$ cat config.mk
export PLATFORM = sky130hd
export DESIGN_NAME = mc_sequencer
export DESIGN_NICKNAME = d
export VERILOG_FILES = /design/src/rtl/mc_sequencer.sv
export SDC_FILE = /design/constraint.sdc
export NUM_CORES = 1
export LEC_CHECK = 0
export BUFFER_PORTS_ARGS = -buffer_cell sky130_fd_sc_hd__buf_2
export CAP_MARGIN = 10
export CORE_UTILIZATION = 54
export DETAILED_ROUTE_END_ITERATION = 8
export GPL_TIMING_DRIVEN = 1
export MAX_ROUTING_LAYER = met4
export PLACE_DENSITY = 0.87
export SETUP_SLACK_MARGIN = 0.05
export SYNTH_ARGS = -nofsm -noshare
export SYNTH_HDL_FRONTEND = slang
export SYNTH_SLANG_ARGS = --single-unit
export TNS_END_PERCENT = 1
$ cat constraint.sdc
create_clock -name clk -period 4.2 [get_ports clk]
set_clock_uncertainty 0.05 [all_clocks]
set_input_delay 0.21 -clock clk [delete_from_list [all_inputs] [get_ports clk]]
set_output_delay 0.21 -clock clk [all_outputs]
set_load 0.01 [all_outputs]
$ cat src/rtl/mc_sequencer.sv
// Multi-cycle MIPS control sequencer sharing one memory port for fetch and data, with a wait watchdog.
// Build option: define MC_ILLEGAL_TRAP_EN to halt on illegal instructions instead of treating them as NOPs.
module mc_sequencer #(
   parameter int unsigned WAIT_LIMIT = 15
) (
   input  logic       clk,
   input  logic       rst,
   input  logic [5:0] op,
   input  logic [5:0] funct,
   input  logic       zero,
   input  logic       mem_ready,
   output logic       mem_req,
   output logic       mem_we,
   output logic       iord,
   output logic       ir_we,
   output logic       pc_we,
   output logic [1:0] pc_src,
   output logic       reg_we,
   output logic       regdst,
   output logic       mem2reg,
   output logic       alusrc,
   output logic       extop,
   output logic [3:0] aluop,
   output logic [2:0] state,
   output logic       bus_error,
   output logic       illegal
);

   typedef enum logic [2:0] {
      S_FETCH  = 3'd0,
      S_DECODE = 3'd1,
      S_EXEC   = 3'd2,
      S_MEM    = 3'd3,
      S_WB     = 3'd4,
      S_HALT   = 3'd5
   } state_t;

   typedef enum logic [2:0] {
      C_NONE  = 3'd0,
      C_RTYPE = 3'd1,
      C_LW    = 3'd2,
      C_SW    = 3'd3,
      C_BEQ   = 3'd4,
      C_ADDI  = 3'd5,
      C_J     = 3'd6,
      C_ILL   = 3'd7
   } cls_t;

   localparam logic [7:0] LIMIT_M1 = 8'(WAIT_LIMIT - 1);

   state_t     state_q, state_d;
   cls_t       cls_q, cls_d, dec_cls;
   logic [3:0] alu_q, alu_d, dec_alu;
   logic [7:0] cnt_q, cnt_d;
   logic       bus_error_q, bus_error_d;
   logic       illegal_q, illegal_d;

   logic       mem_req_c, mem_we_c, iord_c, ir_we_c, pc_we_c;
   logic [1:0] pc_src_c;
   logic       reg_we_c, regdst_c, mem2reg_c, alusrc_c, extop_c;
   logic [3:0] aluop_c;
   logic       ill_pulse_c;
   logic       timeout_c;

   always_comb begin
      dec_cls = C_ILL;
      dec_alu = 4'b0010;
      case (op)
         6'h00: begin
            dec_cls = C_RTYPE;
            case (funct)
               6'h20:   dec_alu = 4'b0010;
               6'h22:   dec_alu = 4'b0110;
               6'h24:   dec_alu = 4'b0000;
               6'h25:   dec_alu = 4'b0001;
               6'h2A:   dec_alu = 4'b0111;
               default: dec_cls = C_ILL;
            endcase
         end
         6'h23:   dec_cls = C_LW;
         6'h2B:   dec_cls = C_SW;
         6'h04:   dec_cls = C_BEQ;
         6'h08:   dec_cls = C_ADDI;
         6'h02:   dec_cls = C_J;
         default: dec_cls = C_ILL;
      endcase
   end

   // Watchdog trips only when the last allowed wait cycle also lacks mem_ready.
   assign timeout_c = (state_q == S_FETCH || state_q == S_MEM) && !mem_ready && (cnt_q == LIMIT_M1);

   always_comb begin
      state_d     = state_q;
      cls_d       = cls_q;
      alu_d       = alu_q;
      cnt_d       = 8'd0;
      bus_error_d = bus_error_q;
      illegal_d   = illegal_q;
      mem_req_c   = 1'b0;
      mem_we_c    = 1'b0;
      iord_c      = 1'b0;
      ir_we_c     = 1'b0;
      pc_we_c     = 1'b0;
      pc_src_c    = 2'd0;
      reg_we_c    = 1'b0;
      regdst_c    = 1'b0;
      mem2reg_c   = 1'b0;
      alusrc_c    = 1'b0;
      extop_c     = 1'b0;
      aluop_c     = 4'b0000;
      ill_pulse_c = 1'b0;
      case (state_q)
         S_FETCH: begin
            mem_req_c = 1'b1;
            if (mem_ready) begin
               ir_we_c = 1'b1;
               pc_we_c = 1'b1;
               state_d = S_DECODE;
            end else if (timeout_c) begin
               state_d     = S_HALT;
               bus_error_d = 1'b1;
            end else begin
               cnt_d = cnt_q + 8'd1;
            end
         end
         S_DECODE: begin
            cls_d = dec_cls;
            alu_d = dec_alu;
            case (dec_cls)
               C_J: begin
                  pc_we_c  = 1'b1;
                  pc_src_c = 2'd2;
                  state_d  = S_FETCH;
               end
               C_ILL: begin
                  ill_pulse_c = 1'b1;
`ifdef MC_ILLEGAL_TRAP_EN
                  illegal_d = 1'b1;
                  state_d   = S_HALT;
`else
                  state_d   = S_FETCH;
`endif
               end
               default: state_d = S_EXEC;
            endcase
         end
         S_EXEC: begin
            case (cls_q)
               C_RTYPE: begin
                  aluop_c = alu_q;
                  state_d = S_WB;
               end
               C_ADDI, C_LW, C_SW: begin
                  alusrc_c = 1'b1;
                  extop_c  = 1'b1;
                  aluop_c  = 4'b0010;
                  state_d  = (cls_q == C_ADDI) ? S_WB : S_MEM;
               end
               C_BEQ: begin
                  aluop_c  = 4'b0110;
                  pc_src_c = 2'd1;
                  pc_we_c  = zero;
                  state_d  = S_FETCH;
               end
               default: state_d = S_FETCH;
            endcase
         end
         S_MEM: begin
            mem_req_c = 1'b1;
            iord_c    = 1'b1;
            mem_we_c  = (cls_q == C_SW);
            if (mem_ready) begin
               state_d = (cls_q == C_LW) ? S_WB : S_FETCH;
            end else if (timeout_c) begin
               state_d     = S_HALT;
               bus_error_d = 1'b1;
            end else begin
               cnt_d = cnt_q + 8'd1;
            end
         end
         S_WB: begin
            reg_we_c  = 1'b1;
            regdst_c  = (cls_q == C_RTYPE);
            mem2reg_c = (cls_q == C_LW);
            state_d   = S_FETCH;
         end
         S_HALT:  state_d = S_HALT;
         default: state_d = S_FETCH;
      endcase
   end

   always_ff @(posedge clk) begin
      if (rst) begin
         state_q     <= S_FETCH;
         cls_q       <= C_NONE;
         alu_q       <= 4'b0000;
         cnt_q       <= 8'd0;
         bus_error_q <= 1'b0;
         illegal_q   <= 1'b0;
      end else begin
         state_q     <= state_d;
         cls_q       <= cls_d;
         alu_q       <= alu_d;
         cnt_q       <= cnt_d;
         bus_error_q <= bus_error_d;
         illegal_q   <= illegal_d;
      end
   end

   // Strobes are held low for as long as rst is asserted, even mid-access.
   assign mem_req   = mem_req_c & ~rst;
   assign mem_we    = mem_we_c & ~rst;
   assign iord      = iord_c & ~rst;
   assign ir_we     = ir_we_c & ~rst;
   assign pc_we     = pc_we_c & ~rst;
   assign pc_src    = rst ? 2'd0 : pc_src_c;
   assign reg_we    = reg_we_c & ~rst;
   assign regdst    = regdst_c & ~rst;
   assign mem2reg   = mem2reg_c & ~rst;
   assign alusrc    = alusrc_c & ~rst;
   assign extop     = extop_c & ~rst;
   assign aluop     = rst ? 4'd0 : aluop_c;
   assign state     = state_q;
   assign bus_error = bus_error_q;
   assign illegal   = illegal_q | (ill_pulse_c & ~rst);

endmodule

==> results of run 1 <==
-- cell type report --
cell class	instances	share of cell area
repair buffers	35	0.1261
well taps	27	0.02432
inverters	4	0.01081
multi-input cells	116	0.5532
clock buffers	4	0.02613
flip-flops and latches	18	0.2595
-- logic make-up (layout without fill, tap and decap cells) --
kind of cell	Yosys count	in the layout
fa+ha+maj	2	2
compound gates	28	28
mux	3	3
simple gates	74	74
xor+xnor	8	8
buf+inv	15	43
other cells	1	1
flops	18	18
-- state kept, by name, summed over array words and instances (netlist names) --
| register | count |
|---|---|
| cls_q | 3 |
| state | 3 |
| alu_q | 3 |
| cnt_q | 8 |
| bus_error | 1 |
-- cells in the final DEF, fill, tap and decap left out, types with 4 or more instances in the layout --
cell	count
sky130_fd_sc_hd__nand2b_1	5
sky130_fd_sc_hd__xnor2_1	5
sky130_fd_sc_hd__buf_2	35
sky130_fd_sc_hd__dfxtp_1	18
sky130_fd_sc_hd__a211oi_1	6
sky130_fd_sc_hd__nor2_1	21
sky130_fd_sc_hd__nand3b_1	5
sky130_fd_sc_hd__or4_1	4
sky130_fd_sc_hd__a21oi_1	8
sky130_fd_sc_hd__nor3_1	7
sky130_fd_sc_hd__inv_1	4
sky130_fd_sc_hd__nand2_1	8
-- routing by layer --
metal  vias up  part of all wire
li1        609                 -
met1       565              0.47
met5         -                 0
met3         5             0.039
met2        33              0.48
met4         0             0.015
-- power groups by stage --
stage / logic (µW) / clock network (µW) / registers [µW]
floorplan: 41.9 / 0 / 182
global placement: 52.4 / 0 / 188
detailed placement: 54.9 / 0 / 188
CTS: 55.4 / 107 / 184
global route: 62.2 / 116 / 186
finish: 55.7 / 106 / 185
-- through the flow --
stage | setup WS, ns | hold slack [ns] | util
2_1_floorplan | 2.485 | 0.3212 | -
3_3_place_gp | 2.292 | 0.3922 | 0.6689
3_5_place_dp | 2.257 | 0.3944 | 0.6689
4_1_cts | 1.915 | 0.1994 | 0.6869
5_1_grt | 1.824 | 0.2098 | 0.6869
6_report | 1.896 | 0.2012 | 0.6869
-- final timing paths --
kind             start         to
max           state[0]      pc_we
min                rst   alu_q[2]
max reg2reg   state[0]   alu_q[2]
min reg2reg  bus_error  bus_error
==> key figures, run 1 <==
Status
  • Outcome: completed

Cells and area
  • Area growth syn-to-layout: 16.35%
  • Area used by multi-input combinational logic: 768.2 µm²
  • Total non-filler cell area in the finished layout: 0.001389 mm²
  • Final instance count without filler cells: 204
  • Net count, final: 196
  • ANT cells: 0
  • Proportion of layout cells with a drive suffix above 1: 0.2542
  • Register Area: 360.3 µm²
  • Number of fill cells: 183

Logic synthesis
  • Cell area after synthesis: 0.001194 mm²
  • Async set or reset register ratio after synthesis: 0
  • Fraction of the mapped netlist area in compound gates: 0.1677
  • Most instantiated cells after synthesis: sky130_fd_sc_hd__nor2_1, sky130_fd_sc_hd__dfxtp_1, sky130_fd_sc_hd__a21oi_1, sky130_fd_sc_hd__clkbuf_1, sky130_fd_sc_hd__nand2_1
  • Post-synthesis adder-cell area fraction: 0.02096
  • Netlist cell types: 44
  • Share of the synthesized area in the top cell type: 0.3019
  • Syn_nets: 167
  • Simple-gate share of the synthesized area: 0.3669
  • Dominant synthesized flop cell: sky130_fd_sc_hd__dfxtp_1
  • Multiplexer fraction of the synthesized cell area: 0.02621
  • Post-synthesis sequential area ratio: 0.3019
  • Library cell occupying the most area in the post-synthesis netlist: sky130_fd_sc_hd__dfxtp_1
  • Cell types occupying the most area after synthesis: sky130_fd_sc_hd__dfxtp_1, sky130_fd_sc_hd__nor2_1, sky130_fd_sc_hd__a211oi_1
  • Number of flops mapped to enable cells by yosys: 0
  • Largest family of logic cells by synthesized area: simple AND/OR/NAND/NOR gates
  • Avg Cell Area, Syn: 8.011 µm²
  • Post-Synthesis Cells: 149
  • Area share of xor/xnor cells in the synthesized design: 0.05870
  • Flops & latches, synth: 18
  • Yosys warns: 0
  • Library cell with the highest instance count after synthesis: sky130_fd_sc_hd__nor2_1

Setup path
  • Crit path max fanout: 14
  • Worst path buffer plus inverter count: 1
  • Kind of cell adding the most delay to the critical path: simple AND/OR/NAND/NOR gates
  • Worst r2r path cells: 4
  • Required time at the endpoint of the critical path: 3.94 ns
  • Number of gates on the worst path with buffers counted: 4
  • Kind of start point of the critical path: flip-flop
  • Setup slack of the most critical reg-to-reg path: 2.31 ns
  • Highest-delay cell along the critical path: sky130_fd_sc_hd__dfxtp_1
  • Arrival time reported for the critical path endpoint: 2.04 ns
  • Critical Setup Path Class: flip-flop to primary output
  • Longest individual stage delay on the worst path: 0.62 ns
  • Critical Path Sink Type: primary output
  • Critical path, cell by cell: or3b_2 -> o32a_1 -> nor3_2 -> buf_2

Die
  • Die outline area: 0.002402 mm²
  • Vertical die dimension: 49.02 µm
  • Row Count: 16
  • Area inside the core boundary: 0.002022 mm²
  • Starting density of the core: 0.5903
  • I/O pin cnt: 37
  • Die width: 49.02 µm

Placement
  • Port buffer count: 35
  • Sum of net half-perimeters after detailed placement: 2049 µm
  • Last weighted congestion value of the routability-driven placer: 0.7891
  • Placed cell areas: 0.001353 mm²
  • DP Cell Count: 200

Pwr
  • Leakage: 0.0005590 µW
  • Net switching power: 93.90 µW
  • Internal Pwr Total: 252.1 µW
  • Switching fraction of total power: 0.2714
  • Overall power: 346.0 µW
  • VDD IR-drop max: 0.1444 mV
  • Gate power share: 0.161
  • Clock network fraction of total power: 0.305
  • Power density cells: 249.2 mW/mm²
  • Seq pwr share: 0.534

STA
  • Worst max-slew margin expressed relative to the limit: 0.5850
  • Final Hold Violating Endpoints: 0
  • Count of pins over their slew limit: 0
  • Final-layout setup total negative slack: 0 ns
  • Setup violations, final: 0
  • RSZ-0062 raised after global routing: false
  • Maximum clock frequency: 434.0 MHz
  • Slew @ Worst Pin: 0.6144 ns
  • Final worst path period share: 0.5486
  • Final min period: 2.304 ns

Detailed routing
  • Detailed-route vias per instance: 5.941
  • Total Routed Length: 2689 µm
  • Iteration-0 DRC Markers: 31
  • Antenna violation net count after detailed routing: 0
  • DRC violation count after routing: 0
  • Per-cell routed wire length: 13.18 µm
  • DR vias: 1212
  • Initial DRT Pass Iterations: 4

Global routing
  • Number of antenna violations at the first check in global routing: 0
  • Met2 Track Usage GR: 0.3981
  • Met3 Usage GRT: 0.02804
  • Number of global-route vias before repair: 1026
  • Total Routing Usage GR: 0.2361
  • Met1 Usage GRT: 0.2879
  • Overflow left after global routing: 0
  • Highest-utilization routing layer at the global route stage: met2
  • Largest net degree at the start of global routing: 15
  • First-pass GRT wire length: 4305 µm

Clock network
  • Buffer depth of the longest clock path: 2
  • CTS tree: built
  • Clock-pin slew of the registers on the worst-case setup and hold paths: 0.09 ns
  • Number of levels the H-tree was split into: 1
  • CTS buffer count: 3
  • Post-CTS Repair Setup Buffers: 0
  • Clock root cell: sky130_fd_sc_hd__clkbuf_4
  • CTS-repair resized insts: 0
  • CTS Hold Bufs: 0
  • Latest clock arrival within the worst-skew pair: 0.30 ns
  • # clock sinks: 18

Min path
  • Hold path cells: 2
  • Hold Path Class: input port to flip-flop

Job
  • Max-cap violations: 0
Note: power is estimated with default switching activity, not from simulation.
==> run 2, diff against run 1 <==
Settings changed: CORE_UTILIZATION 54 to 45, PLACE_DENSITY 0.87 to 0.77.
Clock period 4.2 ns to 2 ns, I/O delays scaled along.
==> run 2 against run 1 <==
Against the previous run: combinational power rose by 130%; highest routed layer unchanged; register-to-register slack worse by 2.1 ns; clock power grew 110%.
==> key figures, run 2 (synthesized netlist as in run 1, its figures left out) <==
STA
  • Maximum clock frequency: 538.5 MHz
  • Final worst path period share: 0.9286
  • Final Hold Violating Endpoints: 0
  • Final min period: 1.857 ns
  • Count of pins over their slew limit: 0
  • Setup violations, final: 0
  • RSZ-0062 raised after global routing: false
  • Final-layout setup total negative slack: 0 ns

Setup path
  • Highest-delay cell along the critical path: sky130_fd_sc_hd__or3b_4
  • Kind of start point of the critical path: flip-flop
  • Crit path max fanout: 13
  • Critical Path Sink Type: primary output
  • Critical Setup Path Class: flip-flop to primary output
  • Required time at the endpoint of the critical path: 1.85 ns
  • Longest individual stage delay on the worst path: 0.45 ns
  • Worst path buffer plus inverter count: 1
  • Critical path, cell by cell: or3b_4 -> o32a_1 -> nor3_2 -> buf_2
  • Kind of cell adding the most delay to the critical path: simple AND/OR/NAND/NOR gates
  • Setup slack of the most critical reg-to-reg path: 0.25 ns
  • Arrival time reported for the critical path endpoint: 1.71 ns

Cells and area
  • Max FFs per register: 8
  • Area growth syn-to-layout: 19.71%
  • Commonest cells after routing, fill and taps aside: sky130_fd_sc_hd__buf_2, sky130_fd_sc_hd__nor2_1, sky130_fd_sc_hd__dfxtp_1
  • Largest register by flop count: cnt_q
  • Most common cell after layout, fill and taps aside: sky130_fd_sc_hd__buf_2
  • ANT cells: 0
  • Proportion of layout cells with a drive suffix above 1: 0.2818
  • Final instance count without filler cells: 211
  • Net count, final: 200

Pwr
  • Clock network fraction of total power: 0.303
  • Internal Pwr Total: 534.5 µW
  • Net switching power: 195.7 µW
  • VDD IR-drop max: 0.2697 mV
  • Gate power share: 0.176
  • Power density cells: 511.0 mW/mm²
  • Seq pwr share: 0.521
  • Switching fraction of total power: 0.2681
  • Leakage: 0.0005818 µW

Clock network
  • Number of levels the H-tree was split into: 1
  • # clock sinks: 18
  • Clock root cell: sky130_fd_sc_hd__clkbuf_4
  • CTS tree: built
  • CTS Hold Bufs: 0
  • Post-CTS Repair Setup Buffers: 0
  • Latest clock arrival within the worst-skew pair: 0.29 ns
  • Buffer depth of the longest clock path: 2
  • Clock-pin slew of the registers on the worst-case setup and hold paths: 0.10 ns
  • CTS buffer count: 3

Min path
  • Hold Path Class: input port to flip-flop

Detailed routing
  • DR vias: 1207
  • Iteration-0 DRC Markers: 27
  • DRC violation count after routing: 0
  • Total Routed Length: 2720 µm
  • Antenna violation net count after detailed routing: 0
  • Detailed-route vias per instance: 5.720
  • Per-cell routed wire length: 12.89 µm
  • Initial DRT Pass Iterations: 4

Job
  • Max-cap violations: 0

Global routing
  • Largest net degree at the start of global routing: 15
  • First-pass GRT wire length: 4326 µm
  • Number of antenna violations at the first check in global routing: 0
  • Total Routing Usage GR: 0.2139
  • Overflow left after global routing: 0
  • Number of global-route vias before repair: 954

Die
  • Die outline area: 0.002862 mm²
  • Starting density of the core: 0.4775
  • Vertical die dimension: 53.50 µm
  • Die width: 53.50 µm
  • I/O pin cnt: 37
  • Area inside the core boundary: 0.002500 mm²
  • Row Count: 18

Placement
  • Sum of net half-perimeters after detailed placement: 2167 µm
  • Last weighted congestion value of the routability-driven placer: 0.8228
  • Port buffer count: 35
  • DP Cell Count: 207

Status
  • Outcome: completed
run 2: cell count changes in the layout (fill, tap and decap cells not counted), sizes merged:
cell,before,now
buf,35,39
run 2: final timing paths:
kind / to / cells after the start / startpoint
worst min-delay path: alu_q[0] / 2 / rst
worst max-delay path: pc_we / 4 / state[1]
worst min register to register: bus_error / 2 / bus_error
worst max register to register: alu_q[2] / 4 / state[1]
run 2: layout make-up:
cell class / count / area (µm²)
Sequential cell: 18 / 361.6
Inverter: 4 / 15.01
Multi-Input combinational cell: 116 / 773.2
Clock buffer: 4 / 36.28
Tap cell: 30 / 37.54
Timing Repair Buffer: 39 / 205.2
Fill cell: 234 / 1071
run 2: metal layers:
metal | track usage | up-vias | part of all wire
met4 | 0.07895 | 0 | 0.017
met2 | 0.3271 | 37 | 0.45
li1 | - | 616 | -
met5 | - | - | 0
met3 | 0.01724 | 5 | 0.043
met1 | 0.2906 | 549 | 0.49
run 2: what timing repair did:
| action | CTS | global route |
|---|---|---|
| resized for setup | 2 | 1 |
| endpoints found under the setup margin | 1 | 1 |
| pin swaps | 0 | 1 |
run 2: worst reg2reg max path, delay by kind of cell (launching register included):
family,cells,cell delay [ns]
AO/OA/AOI/OAI,1,0.11
flip-flops,1,0.41
AND/OR/NAND/NOR,3,1.12
run 2: metrics by stage:
step | hold WS (ns) | setup WS, ns | cell area, µm² | total power (µW) | util
after global routing | 0.1089 | 0.06552 | 1429 | 767.4 | 0.5716
after CTS | 0.08633 | 0.1185 | 1426 | 735.8 | 0.5706
after global placement | 0.3839 | 0.3175 | 1386 | 510.3 | 0.5546
after floorplan | 0.2080 | 0.3445 | 1194 | 469.3 | -
final | 0.09819 | 0.1429 | 1429 | 730.2 | 0.5716
after detailed placement | 0.3904 | 0.2176 | 1386 | 514.9 | 0.5546
run 2: power groups by stage:
stage / logic, µW / registers (µW) / clock network [µW]
4_1_cts: 128 / 381 / 227
5_1_grt: 143 / 383 / 242
3_5_place_dp: 126 / 388 / 0
2_1_floorplan: 88.0 / 381 / 0
6_report: 129 / 381 / 221
3_3_place_gp: 122 / 388 / 0
==> run 3, diff against run 2 <==
Settings changed: GPL_TIMING_DRIVEN 1 to 0.
==> run 3 against run 2 <==
Against the previous run: clock power about the same; design area increased by 1.1%; clock-buffer cell count unchanged; setup slack got worse by 0.058 ns; sequential share of layout area decreased by 0.26 points; die area unchanged; sequential cell count unchanged; largest cell class unchanged; via count decreased by 0.91%; global-route usage decreased by 0.16 points; largest power group unchanged; sequential power decreased by 2%; first-iteration DRC count decreased by 70%; critical path depth unchanged.
==> key figures, run 3 (synthesized netlist as in run 1, its figures left out) <==
Status
  • Outcome: completed

Placement
  • Port buffer count: 34
  • Sum of net half-perimeters after detailed placement: 2196 µm
  • Placed cell areas: 0.001401 mm²
  • Last weighted congestion value of the routability-driven placer: 0.7835

Cells and area
  • Largest register by flop count: cnt_q
  • Max FFs per register: 8
  • ANT cells: 0
  • Area growth syn-to-layout: 20.96%
  • Net count, final: 205
  • Total non-filler cell area in the finished layout: 0.001444 mm²
  • Proportion of layout cells with a drive suffix above 1: 0.2742
  • Most common cell after layout, fill and taps aside: sky130_fd_sc_hd__buf_2
  • Commonest cells after routing, fill and taps aside: sky130_fd_sc_hd__buf_2, sky130_fd_sc_hd__nor2_1, sky130_fd_sc_hd__dfxtp_1

STA
  • Final min period: 1.915 ns
  • Count of pins over their slew limit: 0
  • Final-layout setup total negative slack: 0 ns
  • Final Hold Violating Endpoints: 0
  • Final worst path period share: 0.9576
  • Slew @ Worst Pin: 0.6945 ns
  • Worst max-slew margin expressed relative to the limit: 0.5309
  • Maximum clock frequency: 522.2 MHz
  • RSZ-0062 raised after global routing: true
  • Setup violations, final: 0

Die
  • I/O pin cnt: 37
  • Die width: 53.50 µm
  • Starting density of the core: 0.4775
  • Vertical die dimension: 53.50 µm
  • Row Count: 18
  • Die outline area: 0.002862 mm²
  • Area inside the core boundary: 0.002500 mm²

Setup path
  • Required time at the endpoint of the critical path: 1.85 ns
  • Setup slack of the most critical reg-to-reg path: 0.32 ns
  • Critical path, cell by cell: or3b_2 -> o32a_1 -> nor3_2 -> buf_2
  • Critical Setup Path Class: flip-flop to primary output
  • Arrival time reported for the critical path endpoint: 1.77 ns
  • Highest-delay cell along the critical path: sky130_fd_sc_hd__or3b_2
  • Longest individual stage delay on the worst path: 0.53 ns
  • Worst r2r path cells: 5
  • RR Startpoint: state[0]
  • Crit path max fanout: 6
  • Critical Path Sink Type: primary output
  • Reg-to-reg endpoint: cnt_q[7]
  • Kind of start point of the critical path: flip-flop

Detailed routing
  • Initial DRT Pass Iterations: 4
  • Total Routed Length: 2818 µm
  • Per-cell routed wire length: 13.05 µm
  • Antenna violation net count after detailed routing: 0
  • Routed length on met3: 87 µm
  • DR vias: 1196
  • Iteration-0 DRC Markers: 8
  • DRC violation count after routing: 0
  • Uppermost metal layer occupied by signal nets: met4
  • Met1 Routed Length: 1355 µm
  • Detailed-route vias per instance: 5.537
  • Met2 layer wire length in the routed design: 1354 µm

Clock network
  • # clock sinks: 18
  • Number of levels the H-tree was split into: 1
  • CTS buffer count: 3
  • Buffer depth of the longest clock path: 2
  • Clock root cell: sky130_fd_sc_hd__clkbuf_4
  • Latest clock arrival within the worst-skew pair: 0.28 ns
  • CTS Hold Bufs: 0
  • Clock-pin slew of the registers on the worst-case setup and hold paths: 0.10 ns
  • CTS tree: built

Pwr
  • Overall power: 730.0 µW
  • VDD IR-drop max: 0.3171 mV
  • Leakage: 0.0005860 µW
  • Power density cells: 505.6 mW/mm²

Min path
  • Hold Crit Start: rst
  • Hold path cells: 3
  • Hold Path Class: input port to flip-flop
  • Endpoint with the worst hold slack: state[2]

Global routing
  • Total Routing Usage GR: 0.2123
  • Overflow left after global routing: 0
  • Number of antenna violations at the first check in global routing: 0
  • Number of global-route vias before repair: 1056
  • Largest net degree at the start of global routing: 11
  • First-pass GRT wire length: 4416 µm

Job
  • Max-cap violations: 0
run 3: cell types whose count changed in the layout (fill, tap and decap cells not counted), sizes merged:
| cell | change |
|---|---|
| clkbuf | +7 |
| buf | -2 |
run 3: timing repair:
item                       in CTS  in global routing
gates resized for setup         2                  3
setup endpoints to repair       1                  4
setup buffers                   0                  0
run 3: per-stage QoR:
step                hold WS, ns  setup WS [ns]  cells    util
global route             0.1597        0.01868    216  0.5776
CTS                      0.1372        0.07652    216  0.5746
floorplan                0.2080         0.3445    149       -
detailed placement       0.4075         0.2514    213  0.5606
global placement         0.3930         0.2746    213  0.5606
finish                   0.1446        0.08487    216  0.5776
run 3: cell type report:
cell class / instances / area [µm²]
fillers: 238 / 1056
multi-input cells: 116 / 774.5
repair buffers: 34 / 170.2
flip-flops and latches: 18 / 361.6
clock buffers: 4 / 36.28
inverters: 4 / 15.01
well taps: 30 / 37.54
plain buffers: 10 / 48.80
run 3: where the power goes:
group,switching [µW],internal (µW)
clock network,107,111
registers,5.75,368
logic,82.2,55.7
run 3: how the worst max path moves through the flow:
stage,start,endpoint,slack (ns),cells past startpoint
CTS,state[0],pc_we,0.08,4
detailed placement,op[3],pc_we,0.25,6
floorplan,state[0],cnt_q[2],0.34,5
finish,state[0],pc_we,0.08,4
global placement,state[0],pc_we,0.27,5
global route,state[0],pc_we,0.02,4
run 3: worst max-delay path, delay by kind of cell, from the launching register on:
kind / cells / cell delay, ns
and+or+nand+nor: 2 / 0.64
AOI/OAI and AO/OA: 1 / 0.32
buffers and inverters: 1 / 0.15
DFF: 1 / 0.37
run 3: metal layers:
layer  up-vias  global-route usage
met2        28              0.3688
met1       544              0.2590
li1        622                   -
met4         0             0.05263
met3         2             0.02299
met5         -                   -
